<file path="config.mk">
export PLATFORM = sky130hd
export DESIGN_NAME = instruction_fetch
export DESIGN_NICKNAME = d
export VERILOG_FILES = /design/src/rtl/instruction_fetch.sv
export SDC_FILE = /design/constraint.sdc
export NUM_CORES = 1
export LEC_CHECK = 0
export CORE_ASPECT_RATIO = 0.8
export CORE_UTILIZATION = 50
export DETAILED_ROUTE_END_ITERATION = 10
export PLACE_DENSITY_LB_ADDON = 0.25
export SYNTH_ARGS = -nofsm -noshare
export SYNTH_HDL_FRONTEND = slang
export SYNTH_SLANG_ARGS = --single-unit
</file>
<file path="constraint.sdc">
create_clock -name clk -period 6.7 [get_ports clk]
set_input_delay 1.005 -clock clk [delete_from_list [all_inputs] [get_ports clk]]
set_output_delay 1.005 -clock clk [all_outputs]
set_load 0.02 [all_outputs]
</file>
<file path="src/rtl/instruction_fetch.sv">
// IF stage: keeps the word-addressed fetch PC, issues one-outstanding req/ack reads
// to instruction memory, queues returned words and hands them to decode via valid/ready.
module instruction_fetch #(
    parameter int          PC_WIDTH    = 10,
    parameter int          DATA_WIDTH  = 32,
    parameter int unsigned RESET_PC    = 0,
    parameter int          QUEUE_DEPTH = 2
) (
    input  logic                  clk,
    input  logic                  reset_n,
    output logic                  imem_req,
    output logic [PC_WIDTH-1:0]   imem_addr,
    input  logic                  imem_ack,
    input  logic [DATA_WIDTH-1:0] imem_data,
    input  logic                  branch_sel,
    input  logic [PC_WIDTH-1:0]   jump_address,
    input  logic                  id_ready,
    output logic                  id_valid,
    output logic [DATA_WIDTH-1:0] instruc,
    output logic [PC_WIDTH-1:0]   current_PC
);

    localparam int PTR_W = $clog2(QUEUE_DEPTH);
    localparam int CNT_W = PTR_W + 1;
    localparam logic [PC_WIDTH-1:0] RST_PC = PC_WIDTH'(RESET_PC);
    localparam logic [CNT_W-1:0]    DEPTH  = CNT_W'(QUEUE_DEPTH);

    typedef enum logic [1:0] {
        S_IDLE,
        S_WAIT,
        S_DRAIN
    } state_t;

    state_t                state_q, state_d;
    logic [PC_WIDTH-1:0]   fetch_pc_q, fetch_pc_d;
    logic [PC_WIDTH-1:0]   addr_q, addr_d;
    logic [PTR_W-1:0]      rd_ptr_q, rd_ptr_d;
    logic [PTR_W-1:0]      wr_ptr_q, wr_ptr_d;
    logic [CNT_W-1:0]      count_q, count_d;
    logic [DATA_WIDTH-1:0] instr_q, instr_d;
    logic [PC_WIDTH-1:0]   cpc_q, cpc_d;

    logic [DATA_WIDTH-1:0] q_data [QUEUE_DEPTH];
    logic [PC_WIDTH-1:0]   q_pc   [QUEUE_DEPTH];

    logic                  ack_ok;
    logic                  accept;
    logic                  pop;
    logic                  issue;
    logic [PC_WIDTH-1:0]   push_pc;

    assign imem_req   = (state_q != S_IDLE);
    assign imem_addr  = addr_q;
    assign id_valid   = (count_q != '0);
    assign instruc    = instr_q;
    assign current_PC = cpc_q;
    assign push_pc    = addr_q + PC_WIDTH'(1);

    always_comb begin
        ack_ok     = imem_req && imem_ack;
        accept     = ack_ok && (state_q == S_WAIT) && !branch_sel;
        pop        = id_valid && id_ready && !branch_sel;
        state_d    = state_q;
        fetch_pc_d = fetch_pc_q;
        addr_d     = addr_q;
        rd_ptr_d   = rd_ptr_q;
        wr_ptr_d   = wr_ptr_q;
        count_d    = count_q;
        instr_d    = instr_q;
        cpc_d      = cpc_q;

        if (branch_sel) begin
            rd_ptr_d   = '0;
            wr_ptr_d   = '0;
            count_d    = '0;
            fetch_pc_d = jump_address;
        end else begin
            if (accept) begin
                wr_ptr_d   = wr_ptr_q + PTR_W'(1);
                fetch_pc_d = fetch_pc_q + PC_WIDTH'(1);
            end
            if (pop) begin
                rd_ptr_d = rd_ptr_q + PTR_W'(1);
            end
            count_d = count_q + CNT_W'(accept) - CNT_W'(pop);
        end

        // Back-to-back issue is judged on post-edge occupancy, so a same-cycle pop frees a slot.
        issue = !branch_sel && (count_d < DEPTH) &&
                ((state_q == S_IDLE) || ((state_q == S_WAIT) && ack_ok));
        if (issue) begin
            addr_d = fetch_pc_d;
        end

        case (state_q)
            S_IDLE:  if (issue) state_d = S_WAIT;
            S_WAIT: begin
                if (ack_ok)          state_d = issue ? S_WAIT : S_IDLE;
                else if (branch_sel) state_d = S_DRAIN;
            end
            S_DRAIN: if (ack_ok) state_d = S_IDLE;
            default: state_d = S_IDLE;
        endcase

        // Head registers follow the entry at the new read pointer; the pushed word bypasses storage.
        if (!branch_sel && (count_d != '0)) begin
            if (accept && (rd_ptr_d == wr_ptr_q)) begin
                instr_d = imem_data;
                cpc_d   = push_pc;
            end else begin
                instr_d = q_data[rd_ptr_d];
                cpc_d   = q_pc[rd_ptr_d];
            end
        end
    end

    always_ff @(posedge clk or negedge reset_n) begin
        if (!reset_n) begin
            state_q    <= S_IDLE;
            fetch_pc_q <= RST_PC;
            addr_q     <= RST_PC;
            rd_ptr_q   <= '0;
            wr_ptr_q   <= '0;
            count_q    <= '0;
            instr_q    <= '0;
            cpc_q      <= '0;
        end else begin
            state_q    <= state_d;
            fetch_pc_q <= fetch_pc_d;
            addr_q     <= addr_d;
            rd_ptr_q   <= rd_ptr_d;
            wr_ptr_q   <= wr_ptr_d;
            count_q    <= count_d;
            instr_q    <= instr_d;
            cpc_q      <= cpc_d;
        end
    end

    always_ff @(posedge clk) begin
        if (accept) begin
            q_data[wr_ptr_q] <= imem_data;
            q_pc[wr_ptr_q]   <= push_pc;
        end
    end

endmodule

</file>
* After elaboration in Yosys (flattened, before gate mapping)
Memories as Yosys holds them, arrays and structs flattened. A register that Yosys moved wholly into a read port is not among the register bits.
Cells that the tools add are included.
W data, S select, Z words.
** Storage, ports and cells
- Register bits after elaboration :: 26
- Memory bits (writable) :: 84
- Memories :: 2
- Word-level logic and storage cells :: 53
** Memories
- q_data :: words 2, bits a word 32, read ports 1, clocked after Yosys merged registers in 1, wr ports 1, RTL line 43 : logic [DATA_WIDTH-1:0] q_data [QUEUE_DEPTH];
- q_pc :: words 2, bits a word 10, read ports 1, clocked after Yosys merged registers in 1, wr ports 1, RTL line 44 : logic [PC_WIDTH-1:0] q_pc [QUEUE_DEPTH];
** Operators by class
- Add/sub/neg operators :: 6
- Magnitude comparators :: 1
- Muxes and demuxes :: 15
- Equality and inequality tests :: 5
- Reduce and logical (&&, ||, !) cells :: 18
** Operators with widths (count)
- $add A10 B1 Y10 const B :: 2
- $mux W10 :: 2
- $mux W2 :: 5
- $logic_and A1 B1 Y1 :: 8
- $reduce_bool A2 Y1 :: 4
- $mux W1 :: 7
- $pmux W2 S3 :: 1
- $ne A2 B2 Y1 const B :: 2
- $logic_not A1 Y1 :: 3
- $ne A3 B3 Y1 const B :: 1
- $reduce_and A3 Y1 :: 1
- $add A1 B1 Y1 const B :: 2
- $add A2 B1 Y2 :: 1
- $eq A2 B1 Y1 const B :: 1
- $eq A2 B2 Y1 const B :: 1
- $logic_not A2 Y1 :: 1
- $lt A2 B2 Y1 const B :: 1
- $sub A2 B1 Y2 :: 1
- $logic_or A1 B1 Y1 :: 1

* Logic depth before layout (Yosys ltp)
- Depth in word-level cells :: 13
- Gate-level depth with buffers :: 13
- Gate-level depth less buffers :: 10

* Least setup slack after synthesis
Ideal clock, no wire load.
- Path type :: input to register
- Start :: input port branch_sel
- End :: memory q_data[0][0], enable pin
- Data required time :: 6.259 ns
- Library setup time :: 0.441 ns
- Arrival time :: 3.090 ns
- Stages :: 3
- Buffers on the path :: 1
- Slack :: 3.168 ns
- Cells stage by stage :: nand4bb_1 buf_2 nor2_1
** Between the ends
- Word-level cells in the longest chain between the ends :: 4
** Ends and longest elaborated chain
- from (decl) :: RTL line 15 : input logic branch_sel,
- $logic_not A1 Y1 :: RTL line 61 : accept = ack_ok && (state_q == S_WAIT) && !branch_sel;
- $logic_and A1 B1 Y1 :: RTL line 61
- $mux W1 :: RTL line 140 : if (accept) begin
- $mux W1 (not written as such) :: RTL line 141 : q_data[wr_ptr_q] <= imem_data;
- to (decl) :: RTL line 43
Every way passes these cells.

* Final worst setup path
- Start :: input port branch_sel
- End :: register cpc_q[0] (netlist: current_PC[0]), read port of q_pc
** Between the ends
- Word-level cells in the longest chain between the ends :: 7
- Elaborated cells on any way between the ends :: 10
- Those cells by class :: add/sub: 2; mux: 3; reduce/logical: 5
** Ends and longest elaborated chain
- $logic_not A1 Y1 :: RTL line 61, 62, 106
- $logic_and A1 B1 Y1 :: RTL line 61
- $add A2 B1 Y2 :: RTL line 85 : count_d = count_q + CNT_W'(accept) - CNT_W'(pop);
- $sub A2 B1 Y2 :: RTL line 85
- $mux W2 :: RTL line 72 : if (branch_sel) begin
- $reduce_bool A2 Y1 :: RTL line 106 : if (!branch_sel && (count_d != '0)) begin
- $logic_and A1 B1 Y1 :: RTL line 106
- to (decl) :: RTL line 41 : logic [PC_WIDTH-1:0] cpc_q, cpc_d;
Several ways; a longest one is shown, not always the timed one.
A chain may end at the register's enable or synchronous reset.

==> impl_metrics.yaml <==
run_status:
  status: "completed"
timing:
  setup_violations: 0
  setup_tns_ns: 0
  max_slew_margin: 0.295
  tightest_slew_ns: 1.05
  maxSlewViolCount: 0
  setup_slack_ns: 2.28
  fmax_mhz: 226
  final.min_clock_period_ns: 4.42
  clock_skew_ns: 0.00965
  hold_viol: 0
  layout_worst_path_cycle_share: 0.660
  rsz0062_at_grt: "false"
setup_path:
  r2r-start: "state_q[1]"
  critPathLaunchType: "primary input"
  worstReg2RegEnd: "current_PC[0]"
  slowest_delay_ns: 0.86
  rr_worst_depth: 9
  slowest_stage: "a21o_2"
  startpoint: "branch_sel"
  crit_type: "primary input to flop"
  crit_chain: "clkdlybuf4s50_1 > buf_4 > nand4bb_1 > ha_1 > inv_1 > ha_1 > xor2_1 > xnor2_1 > a21o_2 > a21oi_1 > a22o_1"
  crit_arrival_ns: 4.72
  rrSetupSlack_ns: 3.08
  crit_top_cell: "ha_1"
  endpoint_kind: "flop"
  cp.required_ns: 6.99
  cp_max_fo: 44
clocking:
  cts_max_level: 4
  insertion_delay_ns: 0.41
  cts_buffers: 17
  post_cts_buffers: 0
  cts_sinks: 152
  post_cts_resized: 0
  cts_tree: "done"
  clkTransAtPathRegs_ns: 0.06
  postCtsHoldBufs: 0
  root_buffer: "clkbuf_16"
  clock_path_buffers: 2
logic_synthesis:
  ys_seq_elements: 152
  ys_seq_area_frac: 0.661
  yosys_most_used_dff: "edfxtp_1"
  synth_area_mm2: 0.00639
  synthDistinctLibCells: 42
  ys_async_sr_fraction: 0.447
  synth.avg_cell_area_um2: 11.6
  synthCells: 553
  synth.net_count: 604
  yosys_warnings: 0
  synth_edf_count: 84
drt:
  wl_met1_um: 6200
  top_layer: "met4"
  drc: 0
  vias: 4449
  wl_met3_um: 832
  postRouteAntennaNets: 0
  routed_via_density: 5.36
  wire_per_inst_um: 16.9
  drtIter0Drc: 423
  wl_um: 14000
  routed-wl-met2_um: 6860
  drt_pass1_iterations: 5
layout:
  fin_util: 0.661
  fillers: 915
  drive_above_1_share: 0.0895
  antenna_cells: 0
  area_delta_synth_final_pct: 27.2
  nNetsFinal: 697
hold_path:
  hold_path.class: "flop to flop"
  whs_path_depth: 2
  min_to: "instruc[2]"
  hold_start: "instruc[2]"
power_and_ir_drop:
  internal_power_mw: 2.22
  p_per_area_mw_per_mm2: 392
  p_total_mw: 3.18
  irDropWorstVdd_mv: 0.228
  clkPwrFrac: 0.322
  pwr-share-comb: 0.270
  power_frac_seq: 0.408
  p_leak_nw: 3.20
  switchingPower_uw: 962
  swShare: 0.302
grt:
  antenna_found_initial: 0
  grt_use_total: 0.229
  grt_start_max_net_pins: 84
  grt_first_pass_wirelength_um: 22600
  grt_pass1_vias: 4424
  overflow: 0
die:
  rows: 36
  start_util: 0.519
  die_area_mm2: 0.0132
  fp.dieH_um: 103
  io_pins: 101
  coreArea_mm2: 0.0123
  die_w_um: 128
place:
  routabilityCongestion: 0.816
  numPortBuffers: 100
  pre_cts_ws_ns: 1.90
  dp_hpwl_um: 7910
flow_run:
  drv_cap: 0
==> worst max-delay path by stage <==
| stage | slack (ns) | to | cells past startpoint |
|---|---|---|---|
| after detailed placement | 1.90 | current_PC[0] | 11 |
| after global placement | 2.09 | current_PC[0] | 11 |
| after floorplan | 3.17 | q_data[0][0] | 3 |
| after CTS | 2.28 | current_PC[0] | 11 |
| after global routing | 2.06 | current_PC[0] | 11 |
| final | 2.28 | current_PC[0] | 11 |
==> stage by stage <==
| step | hold WS, ns | instances | cell area (um2) |
|---|---|---|---|
| 4_1_cts | 0.488 | 830 | 8120 |
| 5_1_grt | 0.516 | 830 | 8120 |
| 2_1_floorplan | 0.488 | 553 | 6390 |
| 6_report | 0.481 | 830 | 8120 |
| 3_5_place_dp | 0.475 | 798 | 7490 |
| 3_3_place_gp | 0.466 | 798 | 7490 |
==> worst max-delay path: cells and delay by family <==
family                   cells  cell delay, ns
AO/OA/AOI/OAI                3            1.19
XOR/XNOR                     2            0.62
AND/OR/NAND/NOR              1            0.55
buffers and inverters        3            0.67
adder cells (fa/ha/maj)      2            0.67
==> cells in the mapped netlist (4+ instances only) <==
| library cell | number | area share |
|---|---|---|
| ha_1 | 4 | 0.0078 |
| nand2_1 | 138 | 0.081 |
| inv_1 | 9 | 0.0053 |
| xnor2_1 | 14 | 0.019 |
| edfxtp_1 | 84 | 0.39 |
| xor2_1 | 7 | 0.0096 |
| mux2_2 | 9 | 0.016 |
| nor3_1 | 6 | 0.0047 |
| o21ai_1 | 55 | 0.043 |
| buf_6 | 5 | 0.0088 |
| nor2_1 | 13 | 0.0076 |
| dfrtp_1 | 68 | 0.27 |
| and3_1 | 42 | 0.041 |
| o21ai_0 | 33 | 0.026 |
| nand3_1 | 8 | 0.0063 |
| buf_2 | 12 | 0.0094 |
| clkbuf_1 | 9 | 0.0053 |
==> power groups by stage <==
| stage | combinational [mW] | sequential (mW) | clock, mW |
|---|---|---|---|
| floorplan | 0.302 | 1.45 | 0 |
| global placement | 0.841 | 1.31 | 0 |
| detailed placement | 0.864 | 1.31 | 0 |
| CTS | 0.870 | 1.30 | 1.04 |
| global route | 0.944 | 1.32 | 1.08 |
| finish | 0.861 | 1.30 | 1.03 |
==> cell type report <==
cell class | instances | area, um2 | share of cell area
clock buffers | 18 | 429 | 0.0528
clock inverters | 14 | 205 | 0.0253
inverters | 10 | 37.5 | 0.00462
multi-input cells | 360 | 1980 | 0.243
flip-flops and latches | 152 | 4220 | 0.520
well taps | 171 | 214 | 0.0263
repair buffers | 105 | 1040 | 0.128
==> per-layer routing <==
layer / track usage / up-vias
met5: 0 / -
met4: 0.0742 / 0
met3: 0.0467 / 16
met2: 0.374 / 139
met1: 0.311 / 2188
li1: - / 2106
==> sequential cells by signal, indices dropped and copies added (netlist names) <==
name	count
q_data	64
wr_ptr_q	1
rd_ptr_q	1
imem_addr	10
q_pc	20
count_q	2
current_PC	10
instruc	32
state_q	2
fetch_pc_q	10
==> cell families after synthesis <==
logic type / synth area share
AO/OA/AOI/OAI: 0.0823
XOR/XNOR: 0.0288
adder cells (fa/ha/maj): 0.00784
buffers and inverters: 0.0329
flip-flops: 0.661
multiplexers: 0.0210
AND/OR/NAND/NOR: 0.166
==> layout by cell type, fill, tap and decap left out, drive strengths merged <==
master         instances
xnor2                 14
dfrtp                 68
inv                   10
buf                    6
a21oi                  4
nand3                  8
and3                  42
a21o                   1
mux2i                  2
o21ai                 89
clkinv                 6
ha                     4
edfxtp                84
nor2b                  2
nand2b                 3
nor4                   2
mux2                   9
o31a                   1
bufinv                 5
o31ai                  1
nand2                138
nor2                  13
nor3                   6
nand3b                 3
clkinvlp               3
a22o                   1
or2                    4
clkdlybuf4s50         99
clkbuf                18
and4                   1
o211ai                 1
nand4                  3
nand4bb                1
xor2                   7
Power figures use the tool's default switching activity.
